--- src/rtl/dtlb_stage_if.sv ---
// Pipeline-side bundle for the data TLB: TL-stage request/tlbwrite inputs and translated outputs.
// The master is the pipeline and the slave is dtlb_stage.
interface dtlb_stage_if;
  logic        kill_i;
  logic        stall_core_i;
  logic        tl_cache_enable_i;
  logic        tl_store_i;
  logic [31:0] tl_cache_addr_i;
  logic        tl_tlbwrite_i;
  logic        tl_idtlb_i;
  logic [31:0] tl_read_data_a_i;
  logic [31:0] tl_read_data_b_i;
  logic        sup_mode_i;

  logic        dtlb_valid_o;
  logic        dtlb_store_o;
  logic [31:0] dtlb_paddr_o;
  logic        dtlb_miss_o;
  logic [31:0] dtlb_fault_vaddr_o;
  logic [31:0] dtlb_hits_o;
  logic [31:0] dtlb_misses_o;

  modport master (
    output kill_i, stall_core_i, tl_cache_enable_i, tl_store_i, tl_cache_addr_i,
           tl_tlbwrite_i, tl_idtlb_i, tl_read_data_a_i, tl_read_data_b_i, sup_mode_i,
    input  dtlb_valid_o, dtlb_store_o, dtlb_paddr_o, dtlb_miss_o, dtlb_fault_vaddr_o,
           dtlb_hits_o, dtlb_misses_o
  );

  modport slave (
    input  kill_i, stall_core_i, tl_cache_enable_i, tl_store_i, tl_cache_addr_i,
           tl_tlbwrite_i, tl_idtlb_i, tl_read_data_a_i, tl_read_data_b_i, sup_mode_i,
    output dtlb_valid_o, dtlb_store_o, dtlb_paddr_o, dtlb_miss_o, dtlb_fault_vaddr_o,
           dtlb_hits_o, dtlb_misses_o
  );
endinterface

--- src/rtl/dtlb_stage.sv ---
// dtlb_stage: fully-associative data TLB with FIFO replacement, 1-cycle registered lookup, and a sticky miss held until kill.
// stall_core_i freezes all state; defining DTLB_STATS_EN adds saturating hit/miss counters (otherwise they are tied to 0).
module dtlb_stage #(
  parameter int ENTRIES   = 4,
  parameter int PAGE_BITS = 12
) (
  input  logic       clk_i,
  input  logic       rsn_i,
  dtlb_stage_if.slave tl
);

  localparam int VPN_W = 32 - PAGE_BITS;
  localparam int PTR_W = $clog2(ENTRIES);

  typedef enum logic {RUN, FAULT} state_e;
  typedef logic [VPN_W-1:0] vpn_t;

  state_e             state_q, state_d;
  logic [ENTRIES-1:0] ent_vld_q, ent_vld_d;
  vpn_t               ent_vpn_q [ENTRIES];
  vpn_t               ent_vpn_d [ENTRIES];
  vpn_t               ent_ppn_q [ENTRIES];
  vpn_t               ent_ppn_d [ENTRIES];
  logic [PTR_W-1:0]   ptr_q, ptr_d;

  logic               valid_q, valid_d;
  logic               store_q, store_d;
  logic [31:0]        paddr_q, paddr_d;
  logic               miss_q, miss_d;
  logic [31:0]        fva_q, fva_d;

  vpn_t               lk_vpn, wr_vpn, wr_ppn, lk_ppn;
  logic [ENTRIES-1:0] lk_match, wr_match;
  logic               lk_hit, wr_hit;
  logic [PTR_W-1:0]   wr_idx;
  logic               hit_evt, miss_evt;

  assign lk_vpn = tl.tl_cache_addr_i[31:PAGE_BITS];
  assign wr_vpn = tl.tl_read_data_a_i[31:PAGE_BITS];
  assign wr_ppn = tl.tl_read_data_b_i[31:PAGE_BITS];

  // At most one entry can match a VPN, so OR-ing matched PPNs yields the hit PPN.
  always_comb begin
    lk_hit = 1'b0;
    wr_hit = 1'b0;
    lk_ppn = '0;
    wr_idx = '0;
    for (int i = 0; i < ENTRIES; i++) begin
      lk_match[i] = ent_vld_q[i] && (ent_vpn_q[i] == lk_vpn);
      wr_match[i] = ent_vld_q[i] && (ent_vpn_q[i] == wr_vpn);
      if (lk_match[i]) begin
        lk_hit = 1'b1;
        lk_ppn = lk_ppn | ent_ppn_q[i];
      end
      if (wr_match[i]) begin
        wr_hit = 1'b1;
        wr_idx = PTR_W'(i);
      end
    end
  end

  always_comb begin
    state_d   = state_q;
    ent_vld_d = ent_vld_q;
    ent_vpn_d = ent_vpn_q;
    ent_ppn_d = ent_ppn_q;
    ptr_d     = ptr_q;
    valid_d   = valid_q;
    store_d   = store_q;
    paddr_d   = paddr_q;
    miss_d    = miss_q;
    fva_d     = fva_q;
    hit_evt   = 1'b0;
    miss_evt  = 1'b0;

    if (tl.kill_i) begin
      state_d = RUN;
      valid_d = 1'b0;
      store_d = 1'b0;
      miss_d  = 1'b0;
    end else if (!tl.stall_core_i) begin
      case (state_q)
        RUN: begin
          valid_d = 1'b0;
          store_d = 1'b0;
          // Any tlbwrite (even one aimed at the ITLB) drops a coincident lookup.
          if (tl.tl_tlbwrite_i) begin
            if (tl.tl_idtlb_i) begin
              if (wr_hit) begin
                ent_ppn_d[wr_idx] = wr_ppn;
              end else begin
                ent_vld_d[ptr_q] = 1'b1;
                ent_vpn_d[ptr_q] = wr_vpn;
                ent_ppn_d[ptr_q] = wr_ppn;
                ptr_d            = ptr_q + 1'b1;
              end
            end
          end else if (tl.tl_cache_enable_i) begin
            if (tl.sup_mode_i) begin
              valid_d = 1'b1;
              store_d = tl.tl_store_i;
              paddr_d = tl.tl_cache_addr_i;
            end else if (lk_hit) begin
              valid_d = 1'b1;
              store_d = tl.tl_store_i;
              paddr_d = {lk_ppn, tl.tl_cache_addr_i[PAGE_BITS-1:0]};
              hit_evt = 1'b1;
            end else begin
              miss_d   = 1'b1;
              fva_d    = tl.tl_cache_addr_i;
              state_d  = FAULT;
              miss_evt = 1'b1;
            end
          end
        end
        FAULT: begin
          valid_d = 1'b0;
          store_d = 1'b0;
          miss_d  = 1'b1;
        end
        default: state_d = RUN;
      endcase
    end
  end

  always_ff @(posedge clk_i or negedge rsn_i) begin
    if (!rsn_i) begin
      state_q   <= RUN;
      ent_vld_q <= '0;
      ptr_q     <= '0;
      valid_q   <= 1'b0;
      store_q   <= 1'b0;
      paddr_q   <= '0;
      miss_q    <= 1'b0;
      fva_q     <= '0;
      for (int i = 0; i < ENTRIES; i++) begin
        ent_vpn_q[i] <= '0;
        ent_ppn_q[i] <= '0;
      end
    end else begin
      state_q   <= state_d;
      ent_vld_q <= ent_vld_d;
      ent_vpn_q <= ent_vpn_d;
      ent_ppn_q <= ent_ppn_d;
      ptr_q     <= ptr_d;
      valid_q   <= valid_d;
      store_q   <= store_d;
      paddr_q   <= paddr_d;
      miss_q    <= miss_d;
      fva_q     <= fva_d;
    end
  end

  assign tl.dtlb_valid_o       = valid_q;
  assign tl.dtlb_store_o       = store_q;
  assign tl.dtlb_paddr_o       = paddr_q;
  assign tl.dtlb_miss_o        = miss_q;
  assign tl.dtlb_fault_vaddr_o = fva_q;

`ifdef DTLB_STATS_EN
  logic [31:0] hits_q, hits_d, misses_q, misses_d;

  always_comb begin
    hits_d   = hits_q;
    misses_d = misses_q;
    if (hit_evt && (hits_q != 32'hFFFF_FFFF))
      hits_d = hits_q + 32'd1;
    if (miss_evt && (misses_q != 32'hFFFF_FFFF))
      misses_d = misses_q + 32'd1;
  end

  always_ff @(posedge clk_i or negedge rsn_i) begin
    if (!rsn_i) begin
      hits_q   <= '0;
      misses_q <= '0;
    end else begin
      hits_q   <= hits_d;
      misses_q <= misses_d;
    end
  end

  assign tl.dtlb_hits_o   = hits_q;
  assign tl.dtlb_misses_o = misses_q;
`else
  logic unused_stats;
  assign unused_stats     = hit_evt | miss_evt;
  assign tl.dtlb_hits_o   = 32'h0;
  assign tl.dtlb_misses_o = 32'h0;
`endif

  // Page-offset bits of the tlbwrite operands carry no translation information.
  logic unused_offsets;
  assign unused_offsets = ^{tl.tl_read_data_a_i[PAGE_BITS-1:0], tl.tl_read_data_b_i[PAGE_BITS-1:0]};

  a_lookup_unique: assert property (@(posedge clk_i) disable iff (!rsn_i) $onehot0(lk_match));
  a_write_unique:  assert property (@(posedge clk_i) disable iff (!rsn_i) $onehot0(wr_match));
  a_valid_miss:    assert property (@(posedge clk_i) disable iff (!rsn_i) !(valid_q && miss_q));
  a_fault_sticky:  assert property (@(posedge clk_i) disable iff (!rsn_i) (state_q == FAULT) |-> miss_q);

endmodule

--- src/flat_wrapper.sv ---
// flat-port wrapper written by rule: the top's interface ports become plain ports
module dtlb_stage_flat 
#(
  parameter int ENTRIES   = 4,
  parameter int PAGE_BITS = 12
)
  (clk_i, rsn_i, tl_kill_i, tl_stall_core_i, tl_tl_cache_enable_i, tl_tl_store_i, tl_tl_cache_addr_i, tl_tl_tlbwrite_i, tl_tl_idtlb_i, tl_tl_read_data_a_i, tl_tl_read_data_b_i, tl_sup_mode_i, tl_dtlb_valid_o, tl_dtlb_store_o, tl_dtlb_paddr_o, tl_dtlb_miss_o, tl_dtlb_fault_vaddr_o, tl_dtlb_hits_o, tl_dtlb_misses_o);
  dtlb_stage_if tl_i ();
  input  logic clk_i;
  input  logic rsn_i;
  input wire logic [$bits(tl_i.kill_i)-1:0] tl_kill_i;
  input wire logic [$bits(tl_i.stall_core_i)-1:0] tl_stall_core_i;
  input wire logic [$bits(tl_i.tl_cache_enable_i)-1:0] tl_tl_cache_enable_i;
  input wire logic [$bits(tl_i.tl_store_i)-1:0] tl_tl_store_i;
  input wire logic [$bits(tl_i.tl_cache_addr_i)-1:0] tl_tl_cache_addr_i;
  input wire logic [$bits(tl_i.tl_tlbwrite_i)-1:0] tl_tl_tlbwrite_i;
  input wire logic [$bits(tl_i.tl_idtlb_i)-1:0] tl_tl_idtlb_i;
  input wire logic [$bits(tl_i.tl_read_data_a_i)-1:0] tl_tl_read_data_a_i;
  input wire logic [$bits(tl_i.tl_read_data_b_i)-1:0] tl_tl_read_data_b_i;
  input wire logic [$bits(tl_i.sup_mode_i)-1:0] tl_sup_mode_i;
  output wire logic [$bits(tl_i.dtlb_valid_o)-1:0] tl_dtlb_valid_o;
  output wire logic [$bits(tl_i.dtlb_store_o)-1:0] tl_dtlb_store_o;
  output wire logic [$bits(tl_i.dtlb_paddr_o)-1:0] tl_dtlb_paddr_o;
  output wire logic [$bits(tl_i.dtlb_miss_o)-1:0] tl_dtlb_miss_o;
  output wire logic [$bits(tl_i.dtlb_fault_vaddr_o)-1:0] tl_dtlb_fault_vaddr_o;
  output wire logic [$bits(tl_i.dtlb_hits_o)-1:0] tl_dtlb_hits_o;
  output wire logic [$bits(tl_i.dtlb_misses_o)-1:0] tl_dtlb_misses_o;
  assign tl_i.kill_i = tl_kill_i;
  assign tl_i.stall_core_i = tl_stall_core_i;
  assign tl_i.tl_cache_enable_i = tl_tl_cache_enable_i;
  assign tl_i.tl_store_i = tl_tl_store_i;
  assign tl_i.tl_cache_addr_i = tl_tl_cache_addr_i;
  assign tl_i.tl_tlbwrite_i = tl_tl_tlbwrite_i;
  assign tl_i.tl_idtlb_i = tl_tl_idtlb_i;
  assign tl_i.tl_read_data_a_i = tl_tl_read_data_a_i;
  assign tl_i.tl_read_data_b_i = tl_tl_read_data_b_i;
  assign tl_i.sup_mode_i = tl_sup_mode_i;
  assign tl_dtlb_valid_o = tl_i.dtlb_valid_o;
  assign tl_dtlb_store_o = tl_i.dtlb_store_o;
  assign tl_dtlb_paddr_o = tl_i.dtlb_paddr_o;
  assign tl_dtlb_miss_o = tl_i.dtlb_miss_o;
  assign tl_dtlb_fault_vaddr_o = tl_i.dtlb_fault_vaddr_o;
  assign tl_dtlb_hits_o = tl_i.dtlb_hits_o;
  assign tl_dtlb_misses_o = tl_i.dtlb_misses_o;
  dtlb_stage #(.ENTRIES(ENTRIES), .PAGE_BITS(PAGE_BITS)) u_core (.clk_i(clk_i), .rsn_i(rsn_i), .tl(tl_i));
endmodule
--- config.mk ---
export PLATFORM = sky130hd
export DESIGN_NAME = dtlb_stage_flat
export DESIGN_NICKNAME = d
export VERILOG_FILES = /design/src/rtl/dtlb_stage_if.sv /design/src/rtl/dtlb_stage.sv /design/src/flat_wrapper.sv
export SDC_FILE = /design/constraint.sdc
export NUM_CORES = 1
export LEC_CHECK = 0
export BUFFER_PORTS_ARGS = -buffer_cell sky130_fd_sc_hd__buf_2
export CORE_AREA = 3 3 225 227
export DETAILED_ROUTE_END_ITERATION = 10
export DIE_AREA = 0 0 228 230
export REMOVE_ABC_BUFFERS = 1
export SETUP_SLACK_MARGIN = 0.15
export SLEW_MARGIN = 20
export SYNTH_ARGS = -nofsm -noshare
export SYNTH_HDL_FRONTEND = slang
export SYNTH_SLANG_ARGS = --single-unit
--- constraint.sdc ---
create_clock -name clk_i -period 4.23 [get_ports clk_i]
set_clock_uncertainty 0.1 [all_clocks]
set_input_delay 0.2115 -clock clk_i [delete_from_list [all_inputs] [get_ports clk_i]]
set_output_delay 0.2115 -clock clk_i [all_outputs]
set_load 0.01 [all_outputs]
==> impl_metrics.ini <==
[run_status]
status = completed

[die]
pin_count = 236
start_util_pct = 24.8
dieArea_mm2 = 0.0524
die_w_um = 228
core.rowCount = 81
coreArea_mm2 = 0.0488
fp.dieH_um = 230

[sta]
fin_ws_ps = 917
slew_violations = 0
tns_ps = 0
worst_pin_slew_ps = 1020
hold_violations = 0
rsz0062_at_grt = false
max_slew_margin_pct = 32.0
fmax_ghz = 0.302
period_needed_ps = 3310
min_period_over_period_pct = 78.3
finalSetupViolCount = 0

[clocking]
cts_resized = 0
cts_max_path_buffers = 3
clkSinkCount = 234
cts_setup_buffers = 0
clk_root_buffer_cell = clkbuf_16
ctsHoldBuffers = 71
clock_latency_ps = 570
cts_tree = yes
cts_buffers = 28
htree_levels = 1
path_clk_slew_ps = 60

[setup_path]
r2r-start = u_core.ent_vpn_q[19]$_DFFE_PN0P_
cp_max_fo = 18
crit_buf_inv = 1
required_ps = 4570
crit_family = simple AND/OR/NAND/NOR gates
r2r-end = u_core.tl.dtlb_fault_vaddr_o[23]$_DFFE_PN0P_
endpoint_kind = register
cp_slowest_cell = and4b_2
worst-setup-path-type = reg2reg
rrSetupSlack_ps = 920
startpoint_type = register
cp_cell_sequence = xnor2_1, nand3_1, nor4_1, nand4_1, and4b_2, buf_4, mux2_1
cpPeakStageDelay_ps = 600
rr_worst_depth = 7
cp.arrival_ps = 3650

[power]
leakagePower_nw = 6.83
vdd_drop_max_mv = 0.324
fin_total_pwr_mw = 8.47
power_density_mw_per_mm2 = 567

[drt]
initialDrtViolationCount = 387
dr.pass1.iters = 5
wl_um = 34900
drtAntennaViolNets = 0
drc = 0
num_vias = 7935
vias_per_cell = 4.26
wl_per_cell_um = 18.7

[worst_hold_path]
hold_class = in2reg
min-delay-start = tl_tl_tlbwrite_i
hold_path_end = u_core.state_q$_DFFE_PN0P_
min_path_cells = 4

[cells_and_area]
fill_cells = 4982
layout-drive-gt1-share_pct = 30.7
fin_nets = 1285
synthToLayoutAreaGrowth_pct = 23.2

[global_route]
grt_max_degree = 103
grt_usage_pct = 13.1
antenna_found_initial = 2
grt_pass1_vias = 8399
grt_pass1_wl_um = 52900
globalRouteOverflowTotal = 0

[logic_synthesis]
synth_seq_area_share_pct = 48.3
syn_area_mm2 = 0.0121
ys_ff_latch = 234
yosysTopAreaCell = dfrtp_1
synth_area_leaders = dfrtp_1 (48%), mux2_2 (11%), xor2_1 (5.9%), xnor2_1 (5.7%), mux2_1 (5.7%)
syn_area_per_cell_um2 = 12.3
async_flop_share_pct = 100
ys_types = 43
synth_edf_count = 0
synth-main-ff-cell = dfrtp_1
ys.warnings.count = 0
syn_inst = 987
synth_top_area_share_pct = 48.3

[job]
max-cap-violations = 0

[place]
numPortBuffers = 147
dp_slack_ps = 801
routabilityCongestion = 0.837
dpl.hpwl_um = 24300
## where the power goes
part | switching [mW] | internal, mW
clock network | 0.990 | 1.50
logic | 1.05 | 1.27
registers | 0.604 | 3.07
## synthesized netlist by cell type (all sizes together), types with 2 or more instances
library cell    n
a22oi          20
a2bb2oi        20
a31oi          20
buf           115
clkbuf         27
dfrtp         234
ha              4
inv            24
mux2          204
mux2i          20
nand2          29
nand2b          5
nand3           8
nand4          22
nor2           22
nor2b           3
nor3            4
nor4           26
o21ai           4
o31ai           2
xnor2          79
xor2           82
## worst max-delay path by stage
stage                                                         endpoint                              from  slack (ps)  cells after the start
after floorplan                       u_core.ent_ppn_q[60]$_DFFE_PN0P_  u_core.ent_vpn_q[73]$_DFFE_PN0P_         340                      7
after global placement     u_core.tl.dtlb_fault_vaddr_o[6]$_DFFE_PN0P_            tl_tl_cache_addr_i[19]         840                     10
after detailed placement  u_core.tl.dtlb_fault_vaddr_o[16]$_DFFE_PN0P_            tl_tl_cache_addr_i[19]         800                     10
after CTS                 u_core.tl.dtlb_fault_vaddr_o[23]$_DFFE_PN0P_  u_core.ent_vpn_q[59]$_DFFE_PN0P_         850                      8
after global routing       u_core.tl.dtlb_fault_vaddr_o[4]$_DFFE_PN0P_   u_core.ent_vpn_q[9]$_DFFE_PN0P_         760                      7
final                     u_core.tl.dtlb_fault_vaddr_o[23]$_DFFE_PN0P_  u_core.ent_vpn_q[19]$_DFFE_PN0P_         920                      7
## layout by cell type, fill, tap and decap left out, types with 2 or more instances in the layout
master and n:
bufinv_16 2, nor2b_1 3, xnor2_1 79, a2bb2oi_1 20, o21ai_0 3, mux2_2 123, dlygate4sd3_1 71, inv_1 24
mux2_1 61, nand2b_1 5, conb_1 64, mux2i_1 20, nor4_4 5, diode_2 3, nand4_1 22, nand2_1 29
dfrtp_1 234, ha_1 4, buf_2 146, mux2_4 20, a22oi_1 20, xor2_1 82, clkbuf_1 6, nor3_1 4
clkbuf_16 28, nor4_1 20, clkbuf_8 9, nor2_1 22, nand3_1 8, clkinv_2 3, a31oi_1 20, buf_4 19
## cells by family (layout without fill, tap and decap cells)
family                     Yosys count  after routing  synth area share (%)
AOI/OAI and AO/OA                   71             71                  4.40
xor gates and xnor gates           161            161                  11.6
adders and majority gates            4              4                 0.413
buffers and inverters              167            314                  8.06
DFF                                234            234                  48.3
muxes                              224            224                  21.2
other                                1             67                0.0309
and+or+nand+nor                    125            125                  5.91
## sequential cells by signal (all words and copies together) (netlist names)
| name | count |
|---|---|
| u_core.ent_ppn_q | 80 |
| u_core.tl.dtlb_valid_o | 1 |
| u_core.state_q | 1 |
| u_core.tl.dtlb_store_o | 1 |
| u_core.tl.dtlb_paddr_o | 32 |
| u_core.ent_vpn_q | 80 |
| u_core.ptr_q | 2 |
| u_core.tl.dtlb_miss_o | 1 |
| u_core.ent_vld_q | 4 |
| u_core.tl.dtlb_fault_vaddr_o | 32 |
## tightest hold or removal path: cells and delay by family
kind	cells	cell delay [ps]
and+or+nand+nor	2	260
AOI/OAI and AO/OA	1	90
buffers and inverters	1	80
## stage by stage
step	cells	util, %	instance area (µm²)	hold slack [ps]
finish	1864	30.6	14900	36.6
global route	1863	30.6	14900	16.4
CTS	1861	30.5	14900	2.74
detailed placement	1739	27.1	13300	211
global placement	1739	27.1	13300	212
floorplan	908	-	11500	-184
## metal layers
metal  global-route usage, %  part of all wire, %  wire [µm]  vias up
met1                    17.3                   44      15300     3999
met5                       0                    0          0        -
li1                        -                    -          -     3671
met2                    22.2                   47      16600      227
met4                    3.37                  2.0        705        0
met3                    2.55                  6.6       2310       38
## area by class of cell
class | count | area [µm²] | area share [%]
antenna | 3 | 7.51 | 0.0503
tap | 664 | 831 | 5.56
clock buffer | 43 | 847 | 5.67
clock inverter | 8 | 108 | 0.721
sequential | 234 | 5860 | 39.2
multi-input combinational | 649 | 5570 | 37.3
inverter | 25 | 93.8 | 0.629
timing repair buffer | 238 | 1620 | 10.8
(Power assumes the default switching activity.)
